[src/rtl/payload_reader.sv]
// payload_reader: egress engine for the read side of the payload buffer.
// Accepts a descriptor (head block address, destructive flag), walks the block
// chain with one read per clock, and streams the returned words through a
// 2-entry output FIFO on a valid/ready interface with first/last/error markers.
//
// Ports
//   clock, reset_n          single clock, asynchronous active-low reset
//   desc_valid/desc_ready   descriptor handshake; desc_address, desc_destructive
//   buf_ready               buffer initialised; reads stall while low
//   rd_enable, rd_first     read strobe; rd_first selects rd_address over nextPtr
//   rd_address              head block address (valid with rd_first)
//   rd_destructive          destructive-read qualifier for the current packet
//   rd_data, rd_last        buffer response, valid the clock after rd_enable
//   out_valid/out_ready     output stream handshake
//   out_data, out_first, out_last, out_error   stream word and markers
module payload_reader #(
    parameter int unsigned DATA_WIDTH  = 32,
    parameter int unsigned BUFFER_SIZE = 2048,
    parameter int unsigned MAX_WORDS   = 512
) (
    input  logic                           clock,
    input  logic                           reset_n,
    input  logic                           desc_valid,
    output logic                           desc_ready,
    input  logic [$clog2(BUFFER_SIZE)-1:0] desc_address,
    input  logic                           desc_destructive,
    input  logic                           buf_ready,
    output logic                           rd_enable,
    output logic                           rd_first,
    output logic [$clog2(BUFFER_SIZE)-1:0] rd_address,
    output logic                           rd_destructive,
    input  logic [DATA_WIDTH-1:0]          rd_data,
    input  logic                           rd_last,
    output logic                           out_valid,
    input  logic                           out_ready,
    output logic [DATA_WIDTH-1:0]          out_data,
    output logic                           out_first,
    output logic                           out_last,
    output logic                           out_error
);

    localparam int unsigned AW = $clog2(BUFFER_SIZE);
    localparam int unsigned CW = $clog2(MAX_WORDS + 1);
    localparam int unsigned EW = DATA_WIDTH + 3;

    typedef enum logic [1:0] {IDLE, FIRST, STREAM, DRAIN} state_t;

    state_t          state;
    state_t          state_next;
    logic            alive;
    logic [AW-1:0]   addr_q;
    logic            destr_q;
    logic            inflight;
    logic [CW-1:0]   word_cnt;
    logic [EW-1:0]   mem [2];
    logic            wr_ptr;
    logic            rd_ptr;
    logic [1:0]      fcount;

    logic            pop;
    logic            push;
    logic            issue_ok;
    logic            at_limit;
    logic            end_of_chain;
    logic [2:0]      occupancy;
    logic [EW-1:0]   entry;
    logic [EW-1:0]   head;

    // A read returns exactly one clock after issue, so inflight marks the return cycle.
    assign pop          = out_valid & out_ready;
    assign push         = inflight;
    assign occupancy    = 3'(fcount) + 3'(inflight) - 3'(pop);
    assign issue_ok     = occupancy < 3'd2;
    assign at_limit     = word_cnt == CW'(MAX_WORDS - 1);
    assign end_of_chain = inflight & (rd_last | at_limit);
    assign entry        = {rd_data, word_cnt == '0, rd_last | at_limit, ~rd_last & at_limit};
    assign head         = mem[rd_ptr];

    // State register.
    always_ff @(posedge clock or negedge reset_n) begin
        if (!reset_n) begin
            state <= IDLE;
        end else begin
            state <= state_next;
        end
    end

    // Next-state logic.
    always_comb begin
        state_next = state;
        case (state)
            IDLE:   if (desc_valid && desc_ready) state_next = FIRST;
            FIRST:  if (rd_enable) state_next = STREAM;
            STREAM: if (end_of_chain) state_next = DRAIN;
            DRAIN:  if (fcount == 2'd0 || (fcount == 2'd1 && pop)) state_next = IDLE;
            default: state_next = IDLE;
        endcase
    end

    // Output logic; alive keeps desc_ready low while reset is held.
    always_comb begin
        desc_ready     = 1'b0;
        rd_enable      = 1'b0;
        rd_first       = 1'b0;
        rd_destructive = 1'b0;
        case (state)
            IDLE: begin
                desc_ready = alive & buf_ready & (fcount == 2'd0);
            end
            FIRST: begin
                rd_enable      = buf_ready & issue_ok;
                rd_first       = buf_ready & issue_ok;
                rd_destructive = destr_q;
            end
            STREAM: begin
                rd_enable      = buf_ready & issue_ok & ~end_of_chain;
                rd_destructive = destr_q;
            end
            default: ;
        endcase
        rd_address = rd_first ? addr_q : '0;
    end

    // Stream outputs come straight from the FIFO head, blanked when empty.
    always_comb begin
        out_valid = fcount != 2'd0;
        out_data  = out_valid ? head[EW-1:3] : '0;
        out_first = out_valid & head[2];
        out_last  = out_valid & head[1];
        out_error = out_valid & head[0];
    end

    // Descriptor latch, read tracking and saturating word counter.
    always_ff @(posedge clock or negedge reset_n) begin
        if (!reset_n) begin
            alive    <= 1'b0;
            addr_q   <= '0;
            destr_q  <= 1'b0;
            inflight <= 1'b0;
            word_cnt <= '0;
        end else begin
            alive    <= 1'b1;
            inflight <= rd_enable;
            if (desc_valid && desc_ready) begin
                addr_q   <= desc_address;
                destr_q  <= desc_destructive;
                word_cnt <= '0;
            end else if (push && word_cnt != CW'(MAX_WORDS)) begin
                word_cnt <= word_cnt + CW'(1);
            end
        end
    end

    // 2-entry output FIFO.
    always_ff @(posedge clock or negedge reset_n) begin
        if (!reset_n) begin
            for (int i = 0; i < 2; i++) begin
                mem[i] <= '0;
            end
            wr_ptr <= 1'b0;
            rd_ptr <= 1'b0;
            fcount <= 2'd0;
        end else begin
            if (push) begin
                mem[wr_ptr] <= entry;
                wr_ptr      <= ~wr_ptr;
            end
            if (pop) begin
                rd_ptr <= ~rd_ptr;
            end
            fcount <= fcount + 2'(push) - 2'(pop);
        end
    end

endmodule

[config.mk]
export PLATFORM = sky130hd
export DESIGN_NAME = payload_reader
export DESIGN_NICKNAME = d
export VERILOG_FILES = /design/src/rtl/payload_reader.sv
export SDC_FILE = /design/constraint.sdc
export NUM_CORES = 1
export LEC_CHECK = 0
export CAP_MARGIN = 10
export CORE_UTILIZATION = 39
export CTS_CLUSTER_DIAMETER = 80
export DETAILED_ROUTE_END_ITERATION = 8
export SKIP_CTS_REPAIR_TIMING = 1
export SYNTH_ARGS = -nofsm -noshare
export SYNTH_HDL_FRONTEND = slang
export SYNTH_SLANG_ARGS = --single-unit
[constraint.sdc]
create_clock -name clock -period 4.4 [get_ports clock]
set_input_delay 1.1 -clock clock [delete_from_list [all_inputs] [get_ports clock]]
set_output_delay 1.1 -clock clock [all_outputs]
set_load 0.02 [all_outputs]
* Word-level counts from Yosys, hierarchy flattened
Index checks and enable logic that the tools add are counted.
Operators by class: bitwise operators 17, add/sub/neg operators 5, multiplexer cells 19, eq/ne operators 10, shift operators 0, reduce and logical (&&, ||, !) cells 12, $lt $le $gt $ge 4, multipliers 0, div/mod/pow operators 0
Operator list (count):
- two-way mux 35 bit | 4
- bitwise mux 70 bit | 1
- demux 35 bit (select 1 bit) | 1
- two-way mux 32 bit | 1
- two-way mux 10 bit | 2
- two-way mux 11 bit | 1
- adder 10 x 1 -> 10 bit (second input constant) | 1
- bitwise AND 1 bit | 10
- equality test 10 x 9 -> 1 bit (second input constant) | 1
- zero test 10 bit | 1
- != test 10 bit (second input constant) | 1
- two-way mux 2 bit | 4
- != test 2 bit (second input constant) | 4
- one-hot mux 2 bit (4 select lines) | 1
- equality test 2 x 1 -> 1 bit (second input constant) | 2
- equality test 2 bit (second input constant) | 2
- >= comparator 2 bit (second input constant) | 2
- logical AND 1 bit | 4
- zero test 2 bit | 2
- NOT 1 bit | 4
- NOT 1 -> 2 bit | 2
- AND reduction 4 bit | 1
- nonzero test 2 bit | 2
- adder 2 x 1 -> 3 bit | 1
- 10 further kinds | 12
Storage, ports and cells: logic and storage cells 78, memories 0, latch bits 0, output and inout port bits 51, register bits 100, ROM bits 0, RAM bits 0

* Logic depth before layout (Yosys ltp)
Gate-level depths: netlist of the first run.
depth in word-level cells 9, mapped depth 12

* Least setup slack after synthesis of the first run
No wires, ideal clock.
kind input-to-output, start in out_ready, end out rd_address[1], path slack 0.252 ns, stages 10, buffers on the path 1, data required time 3.300 ns, arrival 3.048 ns, path through and2_1 -> ha_1 -> inv_1 -> ha_1 -> inv_1 -> fa_1 -> nand3_1 -> nor2_1 -> clkbuf_1 -> and2_1
On the way: word-level cells in the longest chain between the ends 6
RTL lines:
- start, declared | RTL line 35 | input logic out_ready,
- bitwise AND 1 bit | RTL line 70 | assign pop = out_valid & out_ready;
- subtractor 3 x 1 -> 3 bit | RTL line 72 | assign occupancy = 3'(fcount) + 3'(inflight) - 3'(pop);
- < comparator 3 x 2 -> 1 bit | RTL line 73 | assign issue_ok = occupancy < 3'd2;
- bitwise AND 1 bit | RTL line 112 | rd_first = buf_ready & issue_ok;
- two-way mux 1 bit | RTL line 106 | case (state)
- via rd_first | RTL line 29 | output logic rd_first,
- two-way mux 11 bit | RTL line 121 | rd_address = rd_first ? addr_q : '0;
- end, declared | RTL line 30 | output logic [$clog2(BUFFER_SIZE)-1:0] rd_address,
The timed path passes the listed nets, and every way through them passes these cells.

* Worst setup path in the final report of the first run
start in out_ready, end out rd_address[7]
On the way: word-level cells in the longest chain between the ends 6
RTL lines:
- bitwise AND 1 bit | RTL line 70
- via pop | RTL line 60 | logic pop;
- subtractor 3 x 1 -> 3 bit | RTL line 72
- < comparator 3 x 2 -> 1 bit | RTL line 73
- bitwise AND 1 bit | RTL line 112
- two-way mux 1 bit | RTL line 106
- two-way mux 11 bit | RTL line 121
The timed path passes the listed nets, and every way through them passes these cells.

==> out/metrics.csv, run 1 <==
stage;metric;value;unit
run_status;status;finished, violations left;
run_status;violations;design-rule violations;
worst_setup_path;max_stage_delay;0.56;ns
worst_setup_path;path_cells;dlymetal6s2s_1, and2_4, ha_1, inv_1, ha_1, inv_1, fa_1, nand3_2, nor2_4, buf_6, and2_4, buf_6;
yosys;synthTopCellsByArea;dfrtp_1, nand2_1, mux2i_1, mux2_2, nor2_1;
yosys;synth_seq_area_share;0.532;
timing;finalSetupViolations;0;
clock_network;clock_latency;0.34;ns
clock_network;cts_made_buffers;9;
timing;clock_skew;0.00483;ns
clock_network;cts_htree_levels;3;
final_layout;drive_above_1_share;0.165;
yosys;synth_top_area_share;0.532;
detailed_routing;viasPerCell;4.93;
detailed_routing;wl;10500;µm
detailed_routing;vias;3541;
worst_setup_path;cp_slowest_cell;fa_1;
power_and_ir_drop;clock_power_share;0.162;
timing;worst_pin_slew;0.986;ns
clock_network;cts_sinks;100;
clock_network;clockBufferDepth;2;
worst_setup_path;path_buf_inv;5;
worst_setup_path;endpoint_kind;primary output;
global_route;grt_max_degree;63;
final_layout;diodes;0;
timing;grt_setup_unrepaired;no;
yosys;syn-num-nets;531;
timing;fin_hold_ws;0.475;ns
worst_setup_path;worstSetupPathType;in -> out;
yosys;yosys_register_bits;100;
power_and_ir_drop;p_int;2.87;mW
worst_setup_path;critPathLaunchType;input port;
power_and_ir_drop;swShare;0.386;
yosys;syn-cell-area;0.00470;mm²
clock_network;clkTransAtPathRegs;0.07;ns
final_layout;mostFrequentLayoutCells;nand2_1, dfrtp_1, clkdlybuf4s50_1, nor2_1, mux2i_1;
power_and_ir_drop;ir_worst_vdd;0.275;mV
final_layout;nets;629;
global_route;grt_usage;0.178;
detailed_routing;wl_per_cell;14.7;µm
final_layout;syn_to_final_growth;32.7;%
global_route;antenna_found_initial;0;
power_and_ir_drop;power.net_switching;1.81;mW
power_and_ir_drop;p_leak;2.96;nW
placed_design;dp_hpwl;7020;µm
power_and_ir_drop;pwr-share-seq;0.361;
final_layout;layout_commonest_cell;nand2_1;
die;num_io_pins;101;
detailed_routing;drt-pass1-iter-count;8;
die;die_area;0.0125;mm²
power_and_ir_drop;power_density;750;mW/mm²
placed_design;gp_congestion;0.826;
die;initial_core_util;0.406;
worst_setup_path;worstPathMaxFanout;6;
clock_network;cts_tree;yes;
die;die_height;112;µm
worst_setup_path;crit_family;adder cells;
placed_design;portBuffers;100;
power_and_ir_drop;p_total;4.68;mW
global_route;grt_pass1_vias;3694;
yosys;synth.avg_cell_area;9.96;µm²
timing;max_freq;239;MHz
global_route;gr-total-overflow;0;
min_path;hold_class;reg -> reg;
yosys;yosys.area.top_type;dfrtp_1;
die;core-area;0.0116;mm²
timing;slew_headroom;0.341;
timing;hold_violations;0;
global_route;grt_pass1_wl;17800;µm
timing;slew_viol_final;0;
yosys;ys_types;45;
die;die_x;112;µm
yosys;ys_warn_count;0;
yosys;netlist_instances;472;
job;maxCapViolCount;0;
worst_setup_path;required;3.30;ns
detailed_routing;first_iter_violations;149;
die;rows;39;
detailed_routing;drc;10;
detailed_routing;ant_nets;0;
timing;period_minus_slack;4.19;ns
clock_network;root_buffer;clkbuf_16;
timing;finalCritPeriodShare;0.953;
worst_setup_path;critPathArrivalTime;3.09;ns
power_and_ir_drop;combPwrFrac;0.477;
[metal layers]
metal,vias up,part of all wire,track usage
met3,7,0.060,0.0463
met2,86,0.48,0.300
met4,0,0.0082,0.0324
li1,1728,-,-
met5,-,0,0
met1,1720,0.45,0.232
[worst paths after layout]
kind,cells past startpoint,slack (ns),to,start
max in group asynchronous,2,2.77,rd_ptr,reset_n
worst max register to register,12,1.50,state[1],fcount[1]
worst min-delay path,2,0.47,mem[52],mem[52]
worst max-delay path,12,0.21,rd_address[7],out_ready
worst min register to register,2,0.47,mem[52],mem[52]
min in group asynchronous,1,0.83,mem[15],reset_n
[synth_stat cells (all sizes together)]
cell type,number
o31ai,2
inv,15
and2,15
and4bb,1
or4b,1
nand3,5
nor4,1
o311ai,1
o31a,1
a21oi,4
a21bo,1
ha,8
nand2,140
dfrtp,100
nand4,2
nor2b,1
nor2,46
xor2,7
mux2i,36
or2b,1
nor3,1
nand2b,1
o221ai,1
conb,1
mux2,33
xnor2,2
fa,1
and3,2
nor4b,1
o21ai,8
nand3b,2
buf,9
a31oi,1
or3,3
clkbuf,14
nand4b,2
and4,2
[tightest hold or removal path, stage by stage (launching register included)]
cell and delay, ns:
dfrtp_1 0.34, nand2_1 0.05, nand2_1 0.05
[cell type report]
class / instances / area (µm²)
Clock buffer: 11 / 243
Clock inverter: 5 / 45.0
Fill cell: 1050 / 5330
Inverter: 15 / 56.3
Multi-Input combinational cell: 334 / 2110
Sequential cell: 100 / 2500
Tap cell: 143 / 179
Timing Repair Buffer: 110 / 1100
[through the flow]
step	area [µm²]	setup WS [ns]	instances	utilization	TNS, ns
3_5_place_dp	5860	-0.526	701	0.507	-6.50
6_report	6240	0.208	718	0.539	0
5_1_grt	6240	0.131	718	0.539	0
3_3_place_gp	5860	-0.458	701	0.507	-5.77
2_1_floorplan	4700	0.252	472	-	0
4_1_cts	6150	-0.540	717	0.532	-6.62
[kinds of logic after synthesis]
group,count (synthesis),synth area share
compound gates,19,0.0250
xor+xnor,9,0.0168
fa+ha+maj,9,0.0256
buf+inv,38,0.0325
flops,100,0.532
mux,69,0.156
other cells,1,0.000798
simple gates,227,0.211
[registers in the layout, summed over array words and instances (netlist names)]
| register | flops |
|---|---|
| rd_ptr | 1 |
| alive | 1 |
| fcount | 2 |
| inflight | 1 |
| destr_q | 1 |
| addr_q | 11 |
| state | 2 |
| wr_ptr | 1 |
| mem | 70 |
| word_cnt | 10 |
[power by group through the flow]
| stage | sequential [mW] | combinational (mW) | clock, mW |
|---|---|---|---|
| after floorplan | 1.57 | 1.43 | 0 |
| after detailed placement | 1.70 | 2.22 | 0 |
| after global routing | 1.75 | 2.45 | 0.813 |
| after CTS | 1.69 | 2.23 | 0.776 |
| after global placement | 1.68 | 2.18 | 0 |
| final | 1.69 | 2.23 | 0.757 |
Note: power is estimated with default switching activity, not from simulation.
==> run 2, diff against run 1 <==
--- a/config.mk
+++ b/config.mk
@@ -9,6 +9,7 @@
 export CORE_UTILIZATION = 39
 export CTS_CLUSTER_DIAMETER = 80
 export DETAILED_ROUTE_END_ITERATION = 8
+export PLACE_DENSITY = 0.75
 export SKIP_CTS_REPAIR_TIMING = 1
 export SYNTH_ARGS = -nofsm -noshare
 export SYNTH_HDL_FRONTEND = slang
==> out/metrics.csv, run 2 (synthesis gave the netlist of run 1 again) <==
stage;metric;value;unit
min_path;hold_class;reg -> reg;
global_route;gr-total-overflow;0;
worst_setup_path;path_cells;dlymetal6s2s_1, and2_4, ha_1, inv_1, ha_1, inv_1, fa_2, nand3_2, nor2_4, buf_6, and2_1, buf_6;
die;num_io_pins;101;
final_layout;stdcell_area;0.00620;mm²
timing;period_minus_slack;4.23;ns
timing;finalSetupTns;0;ns
worst_setup_path;path_buf_inv;5;
timing;slew_viol_final;0;
placed_design;portBuffers;100;
job;maxCapViolCount;0;
worst_setup_path;critPathArrivalTime;3.13;ns
detailed_routing;wl;10600;µm
die;die_height;112;µm
die;die_area;0.0125;mm²
timing;worst_pin_slew;1.15;ns
timing;hold_violations;0;
die;core-area;0.0116;mm²
detailed_routing;ant_nets;0;
power_and_ir_drop;p_leak;2.95;nW
final_layout;drive_above_1_share;0.155;
global_route;grt_pass1_vias;3736;
worst_setup_path;max_stage_delay;0.56;ns
detailed_routing;vias;3544;
final_layout;layout_commonest_cell;nand2_1;
global_route;grt_max_degree;91;
clock_network;clkTransAtPathRegs;0.07;ns
global_route;grt_pass1_wl;17700;µm
detailed_routing;first_iter_violations;227;
worst_setup_path;crit_family;adder cells;
clock_network;cts_made_buffers;9;
final_layout;diodes;0;
detailed_routing;wl_per_cell;14.8;µm
worst_setup_path;crit_path_start;out_ready;
worst_setup_path;cp_slowest_cell;fa_2;
detailed_routing;drt-pass1-iter-count;9;
worst_setup_path;critPathLaunchType;input port;
timing;slew_headroom;0.229;
run_status;status;finished, violations left;
die;initial_core_util;0.406;
detailed_routing;drc;9;
clock_network;cts_sinks;100;
timing;max_freq;236;MHz
global_route;antenna_found_initial;0;
timing;clock_skew;0.00954;ns
final_layout;mostFrequentLayoutCells;nand2_1, dfrtp_1, clkdlybuf4s50_1, nor2_1, mux2i_1;
worst_setup_path;required;3.30;ns
final_layout;top_regs;mem (70), addr_q (11), word_cnt (10);
power_and_ir_drop;ir_worst_vdd;0.302;mV
final_layout;nets;630;
min_path;hold_start;rd_ptr;
worst_setup_path;worstReg2RegStart;fcount[1];
power_and_ir_drop;power_density;748;mW/mm²
clock_network;cts_tree;yes;
clock_network;root_buffer;clkbuf_16;
run_status;violations;design-rule violations;
final_layout;syn_to_final_growth;32.0;%
timing;grt_setup_unrepaired;no;
timing;finalCritPeriodShare;0.961;
timing;fin_hold_ws;0.468;ns
placed_design;gp_congestion;0.845;
detailed_routing;viasPerCell;4.94;
clock_network;cts_htree_levels;3;
placed_design;dp_hpwl;6890;µm
die;rows;39;
placed_design;place_area;0.00585;mm²
clock_network;clock_latency;0.34;ns
final_layout;fillers;1042;
die;die_x;112;µm
final_layout;largest_register_ffs;70;
worst_setup_path;endpoint_kind;primary output;
worst_setup_path;worstSetupPathType;in -> out;
clock_network;clockBufferDepth;2;
timing;finalSetupViolations;0;
worst_setup_path;worstPathMaxFanout;6;
global_route;grt_usage;0.176;
final_layout;utilization;0.536;
final_layout;top_register;mem;
run 2: final timing paths:
| path | slack [ns] | to | cells after the start |
|---|---|---|---|
| min in group asynchronous | 0.69 | mem[52] | 1 |
| worst min-delay path | 0.47 | rd_ptr | 1 |
| worst max-delay path | 0.17 | rd_address[3] | 12 |
| worst max register to register | 1.54 | state[1] | 12 |
| worst min register to register | 0.47 | rd_ptr | 1 |
| max in group asynchronous | 2.87 | mem[63] | 3 |
run 2: area by class of cell:
| type | instances | area [µm²] | share of cell area |
|---|---|---|---|
| Tap cell | 143 | 179 | 0.0288 |
| Inverter | 15 | 56.3 | 0.00908 |
| Multi-Input combinational cell | 334 | 2090 | 0.337 |
| Clock buffer | 10 | 229 | 0.0369 |
| Sequential cell | 100 | 2500 | 0.404 |
| Clock inverter | 5 | 40.0 | 0.00645 |
| Timing Repair Buffer | 111 | 1100 | 0.178 |
run 2: stage by stage:
stage	instances	setup WS, ns	total power, mW
after detailed placement	700	-0.561	3.91
after global routing	718	0.0858	4.98
after global placement	700	-0.444	3.83
after CTS	715	-0.561	4.65
after floorplan	472	0.252	3.00
final	718	0.171	4.64
run 2: metal layers:
| metal | track usage | wire, µm | up-vias |
|---|---|---|---|
| li1 | - | - | 1726 |
| met1 | 0.224 | 4810 | 1716 |
| met2 | 0.301 | 5150 | 93 |
| met3 | 0.0430 | 509 | 9 |
| met4 | 0.0423 | 119 | 0 |
| met5 | 0 | 0 | - |
run 2: report_power, final:
group          switching [mW]  internal (mW)
sequential              0.281           1.36
combinational            1.17           1.10
clock                   0.336          0.383
==> run 3, diff against run 2 <==
--- a/config.mk
+++ b/config.mk
@@ -14,3 +14,4 @@
 export SYNTH_ARGS = -nofsm -noshare
 export SYNTH_HDL_FRONTEND = slang
 export SYNTH_SLANG_ARGS = --single-unit
+export TNS_END_PERCENT = 1
==> results of run 3 <==
Final layout, timing and power as in run 2 (identical DEF).
